==> config.mk <==
export PLATFORM = sky130hd
export DESIGN_NAME = regread_stage
export DESIGN_NICKNAME = d
export VERILOG_FILES = /design/src/rtl/regread_stage.sv
export SDC_FILE = /design/constraint.sdc
export NUM_CORES = 2
export LEC_CHECK = 0
export CAP_MARGIN = 20
export CORE_ASPECT_RATIO = 1.75
export CORE_MARGIN = 4
export CORE_UTILIZATION = 63
export CTS_BUF_LIST = sky130_fd_sc_hd__clkbuf_8
export DETAILED_ROUTE_END_ITERATION = 16
export PLACE_DENSITY_LB_ADDON = 0.1
export SETUP_SLACK_MARGIN = 0.1
export SLEW_MARGIN = 15
export SYNTH_ARGS = -nofsm -noshare
export SYNTH_HDL_FRONTEND = slang
export SYNTH_SLANG_ARGS = --single-unit
==> constraint.sdc <==
create_clock -name clk -period 3.14 [get_ports clk]
set_input_delay 0.314 -clock clk [delete_from_list [all_inputs] [get_ports clk]]
set_output_delay 0.314 -clock clk [all_outputs]
set_load 0.05 [all_outputs]
==> src/rtl/regread_stage.sv <==
// Operand read stage: scoreboarded RAW stall, 1-cycle accept-to-read_valid, no execute back-pressure.
// Define REGREAD_WB_BYPASS_EN to forward same-cycle writebacks to decode and release their hazard early.
module regread_stage #(
  parameter int DATA_W    = 32,
  parameter int REG_COUNT = 32,
  localparam int AW       = $clog2(REG_COUNT)
) (
  input  logic              clk,
  input  logic              reset,
  input  logic              flush,
  input  logic              decode_valid,
  output logic              decode_ready,
  input  logic [AW-1:0]     decode_rs1,
  input  logic [AW-1:0]     decode_rs2,
  input  logic [AW-1:0]     decode_rd,
  input  logic              decode_uses_rs1,
  input  logic              decode_uses_rs2,
  input  logic              decode_writes_rd,
  input  logic [6:0]        decode_opcode,
  input  logic [2:0]        decode_funct3,
  input  logic [6:0]        decode_funct7,
  input  logic [31:0]       decode_imm,
  input  logic [31:0]       decode_pc,
  output logic              read_valid,
  output logic [DATA_W-1:0] read_rs1_val,
  output logic [DATA_W-1:0] read_rs2_val,
  output logic [AW-1:0]     read_rd,
  output logic [6:0]        read_opcode,
  output logic [2:0]        read_funct3,
  output logic [6:0]        read_funct7,
  output logic [31:0]       read_imm,
  output logic [31:0]       read_pc,
  input  logic              wb_valid,
  input  logic [AW-1:0]     wb_rd,
  input  logic [DATA_W-1:0] wb_val
);

  typedef struct packed {
    logic [6:0]  opcode;
    logic [2:0]  funct3;
    logic [6:0]  funct7;
    logic [31:0] imm;
    logic [31:0] pc;
  } pass_t;

  logic [DATA_W-1:0]    rf [REG_COUNT];
  logic [REG_COUNT-1:0] pending;
  logic [REG_COUNT-1:0] pend_eff;
  logic [REG_COUNT-1:0] wb_hit;
  logic [REG_COUNT-1:0] set_mask;
  logic                 hazard;
  logic                 accept;
  logic [DATA_W-1:0]    rs1_val;
  logic [DATA_W-1:0]    rs2_val;
  pass_t                pass_d;
  pass_t                pass_q;

  always_comb begin
    wb_hit = '0;
    if (wb_valid) wb_hit[wb_rd] = 1'b1;
  end

`ifdef REGREAD_WB_BYPASS_EN
  assign pend_eff = pending & ~wb_hit;
`else
  assign pend_eff = pending;
`endif

  assign hazard       = (decode_uses_rs1 & pend_eff[decode_rs1]) |
                        (decode_uses_rs2 & pend_eff[decode_rs2]);
  assign decode_ready = ~hazard & ~flush;
  assign accept       = decode_valid & decode_ready;

  always_comb begin
    set_mask = '0;
    if (accept && decode_writes_rd) set_mask[decode_rd] = 1'b1;
    set_mask[0] = 1'b0;
  end

  always_comb begin
    rs1_val = (decode_rs1 == '0) ? '0 : rf[decode_rs1];
    rs2_val = (decode_rs2 == '0) ? '0 : rf[decode_rs2];
`ifdef REGREAD_WB_BYPASS_EN
    if (wb_valid && wb_rd != '0 && wb_rd == decode_rs1) rs1_val = wb_val;
    if (wb_valid && wb_rd != '0 && wb_rd == decode_rs2) rs2_val = wb_val;
`endif
  end

  assign pass_d = '{opcode: decode_opcode, funct3: decode_funct3, funct7: decode_funct7,
                    imm: decode_imm, pc: decode_pc};

  always_ff @(posedge clk or negedge reset) begin
    if (!reset) begin
      for (int i = 0; i < REG_COUNT; i++) rf[i] <= '0;
    end else if (wb_valid && wb_rd != '0) begin
      rf[wb_rd] <= wb_val;
    end
  end

  // Set is applied after clear so a new producer keeps ownership on a same-edge collision.
  always_ff @(posedge clk or negedge reset) begin
    if (!reset)     pending <= '0;
    else if (flush) pending <= '0;
    else            pending <= (pending & ~wb_hit) | set_mask;
  end

  always_ff @(posedge clk or negedge reset) begin
    if (!reset) begin
      read_valid   <= 1'b0;
      read_rs1_val <= '0;
      read_rs2_val <= '0;
      read_rd      <= '0;
      pass_q       <= '0;
    end else begin
      read_valid <= accept;
      if (accept) begin
        read_rs1_val <= rs1_val;
        read_rs2_val <= rs2_val;
        read_rd      <= decode_rd;
        pass_q       <= pass_d;
      end
    end
  end

  assign read_opcode = pass_q.opcode;
  assign read_funct3 = pass_q.funct3;
  assign read_funct7 = pass_q.funct7;
  assign read_imm    = pass_q.imm;
  assign read_pc     = pass_q.pc;

endmodule

Word level (Yosys, flattened, before mapping)
Cells that the tools add are included.
{"block": "word_totals", "ff_bits": 1207, "inputBits": 141, "out_inout_bits": 152, "wordCells": 95}
{"block": "op_classes", "magnitude_cmp": 10, "mux": 22, "bitwise_logic": 13, "reduce_logical": 8}
{"operator": "$bwmux 1024", "count": 1}
{"operator": "$bmux 32 s5", "count": 2}
{"operator": "$mux 32", "count": 10}
{"operator": "$demux 32 s5", "count": 1}
{"operator": "$and 32x32->32", "count": 1}
{"operator": "$not 32->32", "count": 1}
{"operator": "$or 32x32->32", "count": 1}
{"operator": "$lt 5x6->1 const B", "count": 4}
{"operator": "$ge 6x6->1 const B", "count": 3}
{"operator": "$not 5->6", "count": 3}
{"operator": "$bmux 1 s5", "count": 2}
{"operator": "$demux 1 s5", "count": 2}
{"operator": "$ge 5x1->1 const B", "count": 2}
{"operator": "$logic_not 5->1", "count": 2}
{"operator": "$lt 6x1->1 const B", "count": 1}
{"operator": "$logic_and 1x1->1", "count": 5}
{"operator": "$reduce_bool 5->1", "count": 1}
{"operator": "$and 1x1->1", "count": 4}
{"operator": "$mux 1", "count": 4}
{"operator": "$not 1->1", "count": 2}
{"operator": "$or 1x1->1", "count": 1}

Longest topological paths before layout
{"block": "logic_depth", "word_depth": 11, "ltp_mapped": 10, "depth_no_buf": 6}

Worst setup path after synthesis
OpenSTA, ideal clock, no wires.
{"block": "synth_path", "path_type": "input to register", "start": "input port decode_rs1[1]", "end": "register pass_q (netlist bit read_imm[0])", "setup_ns": 0.125, "arrival_ns": 2.522, "required_ns": 3.015, "setup_slack_ns": 0.493, "cell_stages": 10, "n_path_buf": 4, "path_cell_list": "buf_2 buf_2 mux4_2 mux2_2 a221o_1 o221ai_2 o211ai_4 buf_12 buf_12 mux2_4"}
{"block": "synth_between", "elab_chain_cells": 7}
{"element": "from (decl)", "line_no": "13", "rtl": "input logic [AW-1:0] decode_rs1,"}
{"element": "$bmux 1 s5", "line_no": "69", "rtl": "assign hazard = (decode_uses_rs1 & pend_eff[decode_rs1]) |"}
{"element": "$mux 1 (not written as such)", "line_no": "69"}
{"element": "$and 1x1->1", "line_no": "69"}
{"element": "$or 1x1->1", "line_no": "69"}
{"element": "$not 1->1", "line_no": "71", "rtl": "assign decode_ready = ~hazard & ~flush;"}
{"element": "$and 1x1->1", "line_no": "71"}
{"element": "$and 1x1->1", "line_no": "72", "rtl": "assign accept = decode_valid & decode_ready;"}
{"element": "to (signal assigned)", "line_no": "120", "rtl": "pass_q <= pass_d;"}
{"element": "to (decl)", "line_no": "56", "rtl": "pass_t pass_q;"}
Every way passes these cells. The select of a mux whose other input is x is not followed.
A chain may end at the register's enable or synchronous reset.

Worst setup path after layout
{"block": "layout_path", "start": "register pending[5] (netlist: pend_eff[5])", "end": "output port decode_ready"}
{"block": "layout_between", "elab_chain_cells": 6, "elab_cells_between_ends": 9, "classes_between": "mux (4); bitwise (5)"}
{"element": "from (decl)", "line_no": "47", "rtl": "logic [REG_COUNT-1:0] pending;"}
{"element": "from (signal assigned)", "line_no": "104", "rtl": "else pending <= (pending & ~wb_hit) | set_mask;"}
{"element": "$bmux 1 s5, on equally long branches", "line_no": "69, 70"}
{"element": "$mux 1, on equally long branches", "line_no": "69, 70"}
{"element": "$and 1x1->1, on equally long branches", "line_no": "69, 70"}
{"element": "$or 1x1->1 *", "line_no": "69"}
{"element": "$not 1->1 *", "line_no": "71"}
{"element": "$and 1x1->1 *", "line_no": "71"}
{"element": "to (decl)", "line_no": "12", "rtl": "output logic decode_ready,"}
Mark *: on every way between the ends. The rest lies on a longest branch, timed or not. The select of a mux whose other input is x is not followed.

==> metrics.txt <==
clock slew at reported path FFs 0.06 ns; fin crit share 1.02; Layout Utilization 0.733; number of synthesis warnings 0; Ports 293; Finished Layout Cells 5,820; distinct cell type count after synthesis 37; Clock Tree Root clkbuf_8; via count 39,815; status finished with violations; final WL 184 mm; failing checks negative setup slack; # DRC 0; Iter 0 DRT Violations 3,616; CP Max Fanout 3; Core Footprint 98,300 um2; Slew Viols, Final 0; CP bufs+invs 2; vias in the first global route 42,765; global-route wire length before repair 275 mm; crit-path max cell delay 0.48 ns; setup violators final 1; Avg Cell Area, Syn 15.3 um2; Post-Syn Area 62,400 um2; row cnt 152; minimum clock period 3.20 ns; Slew @ Worst Pin 1.13 ns; global-route usage over all layers 0.356; grt total ovfl 0; Max Buffers Root-to-Sink 3; dpl cells 5,425; critical path's slowest cell mux4_2; CTS tree built; RePlAce Congestion 0.822; clk_lat worst skew 0.90 ns; Seq pwr share 0.455; critical path, cell by cell mux4_2 > mux2_4 > a221o_1 > o221ai_2 > buf_4 > o21a_1 > buf_12; proportion of layout cells with a drive suffix above 1 0.507; post-synthesis sequential area ratio 0.484; DIE AREA 104,000 um2; post-DP HPWL 112 mm; fillcell total 6,284; WP data arrival 2.89 ns; Pwr Density 635 nW/um2; Post-Syn Nets 4,213; max frequency 312 MHz; Startpoint Class flip-flop; delay-heaviest family, CP multiplexers; Initial Utilization 0.635; Vias per Instance 6.84; Final Net Count 4,518; First-pass DRT Iterations 6; remaining antenna violation count after routing 0; initial antenna violation count 13; CTS HTree Levels 4; worst endpoint required time 2.83 ns; Crit Path Class reg2out; Hold Crit Class in2reg; Max-Cap Viols 0; combinational share of power 0.274; Max transition margin 0.246; largest net degree at the start of global routing 113; Clock Skew 0.0328 ns; RSZ-0062 raised after global routing yes; Die Width 246 um; synthesized instance count 4,072; Worst setup EP type output pin; Num CTS Buffers 174; Sw Pwr 14.2 mW; cell-internal power 31.6 mW; Seq cells post-synth 1,207; PnR worst setup slack -0.0601 ns; Switching Share 0.309; P&R area growth vs syn 15.4%; CTS Sinks 1,207; largest vdd supply drop 0.730 mV; port buffer count 292; final hold vios 0; Clock Power Share 0.270; Final Total Pwr 45.8 mW; DR WL/cell 31.5 um; Die H 424 um; Lkg Pwr 31.7 nW
## registers in the layout, summed over array words and instances, names as in the netlist
name	count
pend_eff	32
read_funct3	3
read_funct7	7
read_imm	32
read_opcode	7
read_pc	32
read_rd	5
read_rs1_val	32
read_rs2_val	32
read_valid	1
rf	1024
## synthesized netlist by cell type
library cell  instances  area share
a311oi_1              1     0.00014
nor2b_1               4     0.00040
mux2_4               89       0.021
o21ai_0              15      0.0012
buf_1               102      0.0061
inv_1                22      0.0013
o2111ai_1             4     0.00056
a22oi_1               2     0.00024
buf_12               10      0.0032
a311o_1               2     0.00032
nand2_1              26      0.0016
mux2i_1             151       0.024
nor3_1                2     0.00016
mux4_2              520        0.19
and3_1                2     0.00020
nand3_1               6     0.00048
clkbuf_1            278       0.017
o21a_1                1     0.00012
clkinv_1              1    0.000060
nand2b_1              3     0.00030
or2_2                 3     0.00030
a21oi_1             129       0.010
o32ai_1              16      0.0022
o221ai_2              1     0.00024
nand3b_1             20      0.0024
buf_4                 7     0.00084
buf_2                41      0.0033
dfrtp_1            1207        0.48
nor2_1              149      0.0090
a221o_1               1     0.00016
nor3b_1               5     0.00060
mux2_2             1182        0.21
o211ai_4              1     0.00034
or3b_2                1     0.00014
o221ai_1              2     0.00028
o41ai_1               2     0.00028
o22ai_1              64      0.0064
## path summary, 6_finish.rpt
| path | from | end | slack, ns | cells after the start |
|---|---|---|---|---|
| min | decode_funct3[1] | read_funct3[1] | 0.07 | 2 |
| max in group asynchronous | reset | rf[970] | 1.57 | 4 |
| max reg2reg | pend_eff[14] | read_opcode[2] | 0.27 | 8 |
| max | pend_eff[5] | decode_ready | -0.06 | 7 |
| min in group asynchronous | reset | rf[579] | 0.54 | 3 |
| min reg2reg | rf[1006] | rf[1006] | 0.39 | 0 |
## placed cells by master (no fill, tap or decap), types with 3 or more instances in the layout
master              n
mux2_2           1181
clkinvlp_4          6
nand2_1            11
o32ai_1            16
clkbuf_8          215
o2111ai_1           4
mux4_2            520
buf_12             85
nor2_1            133
buf_4             113
a21oi_1           129
clkinv_2           13
clkdlybuf4s50_1   281
nand3b_1           20
nor2b_1             4
or2_2               3
buf_8               8
o21ai_0            15
nand2_2            15
diode_2             8
nor3b_1             5
o22ai_1            64
mux2_4             90
inv_1              86
dfrtp_1          1207
nand3_1             6
nor2_4             16
mux2i_1           151
nand2b_1            3
buf_6               4
dlygate4sd3_1      73
## repair_timing
item / in CTS / in global routing
hold buffers: 74 / 0
endpoints found under the hold margin: 774 / 0
gates resized for setup: 1 / 0
pin swaps: 0 / 0
gates cloned: 0 / 0
endpoints found under the setup margin: 1 / 1
setup buffers: 6 / 0
## cell families (layout without fill, tap and decap cells)
group,count (synthesis),count (layout),share of synthesized area
mux,1942,1942,0.446
buf+inv,461,892,0.0316
compound gates,241,241,0.0229
flops,1207,1207,0.484
other cells,0,8,0
simple gates,221,221,0.0155
## layer usage
metal	vias up	wire, um	GRT usage
met5	-	57	0
met4	8	9190	0.153
li1	16144	-	-
met1	21363	68300	0.452
met2	1759	92300	0.600
met3	541	13700	0.0751
## power groups by stage
stage / registers [mW] / logic (mW) / clock network (mW)
2_1_floorplan: 22.2 / 7.14 / 0
3_3_place_gp: 20.8 / 12.2 / 0
3_5_place_dp: 21.0 / 12.5 / 0
4_1_cts: 20.8 / 12.6 / 12.6
5_1_grt: 21.2 / 13.3 / 13.3
6_report: 20.9 / 12.6 / 12.4
## through the flow
| stage | area, um2 | worst slack [ns] | hold slack [ns] | setup TNS [ns] |
|---|---|---|---|---|
| 6_report | 72100 | -0.0601 | 0.0724 | -0.0601 |
| 5_1_grt | 72000 | -0.174 | 0.0327 | -0.174 |
| 4_1_cts | 72000 | -0.117 | 0.000542 | -0.117 |
| 3_5_place_dp | 67800 | 0.196 | 0.356 | 0 |
| 3_3_place_gp | 67800 | 0.226 | 0.362 | 0 |
| 2_1_floorplan | 62400 | 0.493 | 0.0184 | 0 |
## final cells by class
| class | count | area [um2] | share of cell area |
|---|---|---|---|
| Antenna cell | 8 | 20.0 | 0.000278 |
| Timing Repair Buffer | 567 | 6280 | 0.0872 |
| Sequential cell | 1207 | 30200 | 0.419 |
| Inverter | 23 | 93.8 | 0.00130 |
| Multi-Input combinational cell | 2404 | 30400 | 0.423 |
| Clock inverter | 88 | 427 | 0.00592 |
| Tap cell | 1309 | 1640 | 0.0227 |
| Clock buffer | 214 | 2950 | 0.0409 |
(Power assumes the default switching activity.)
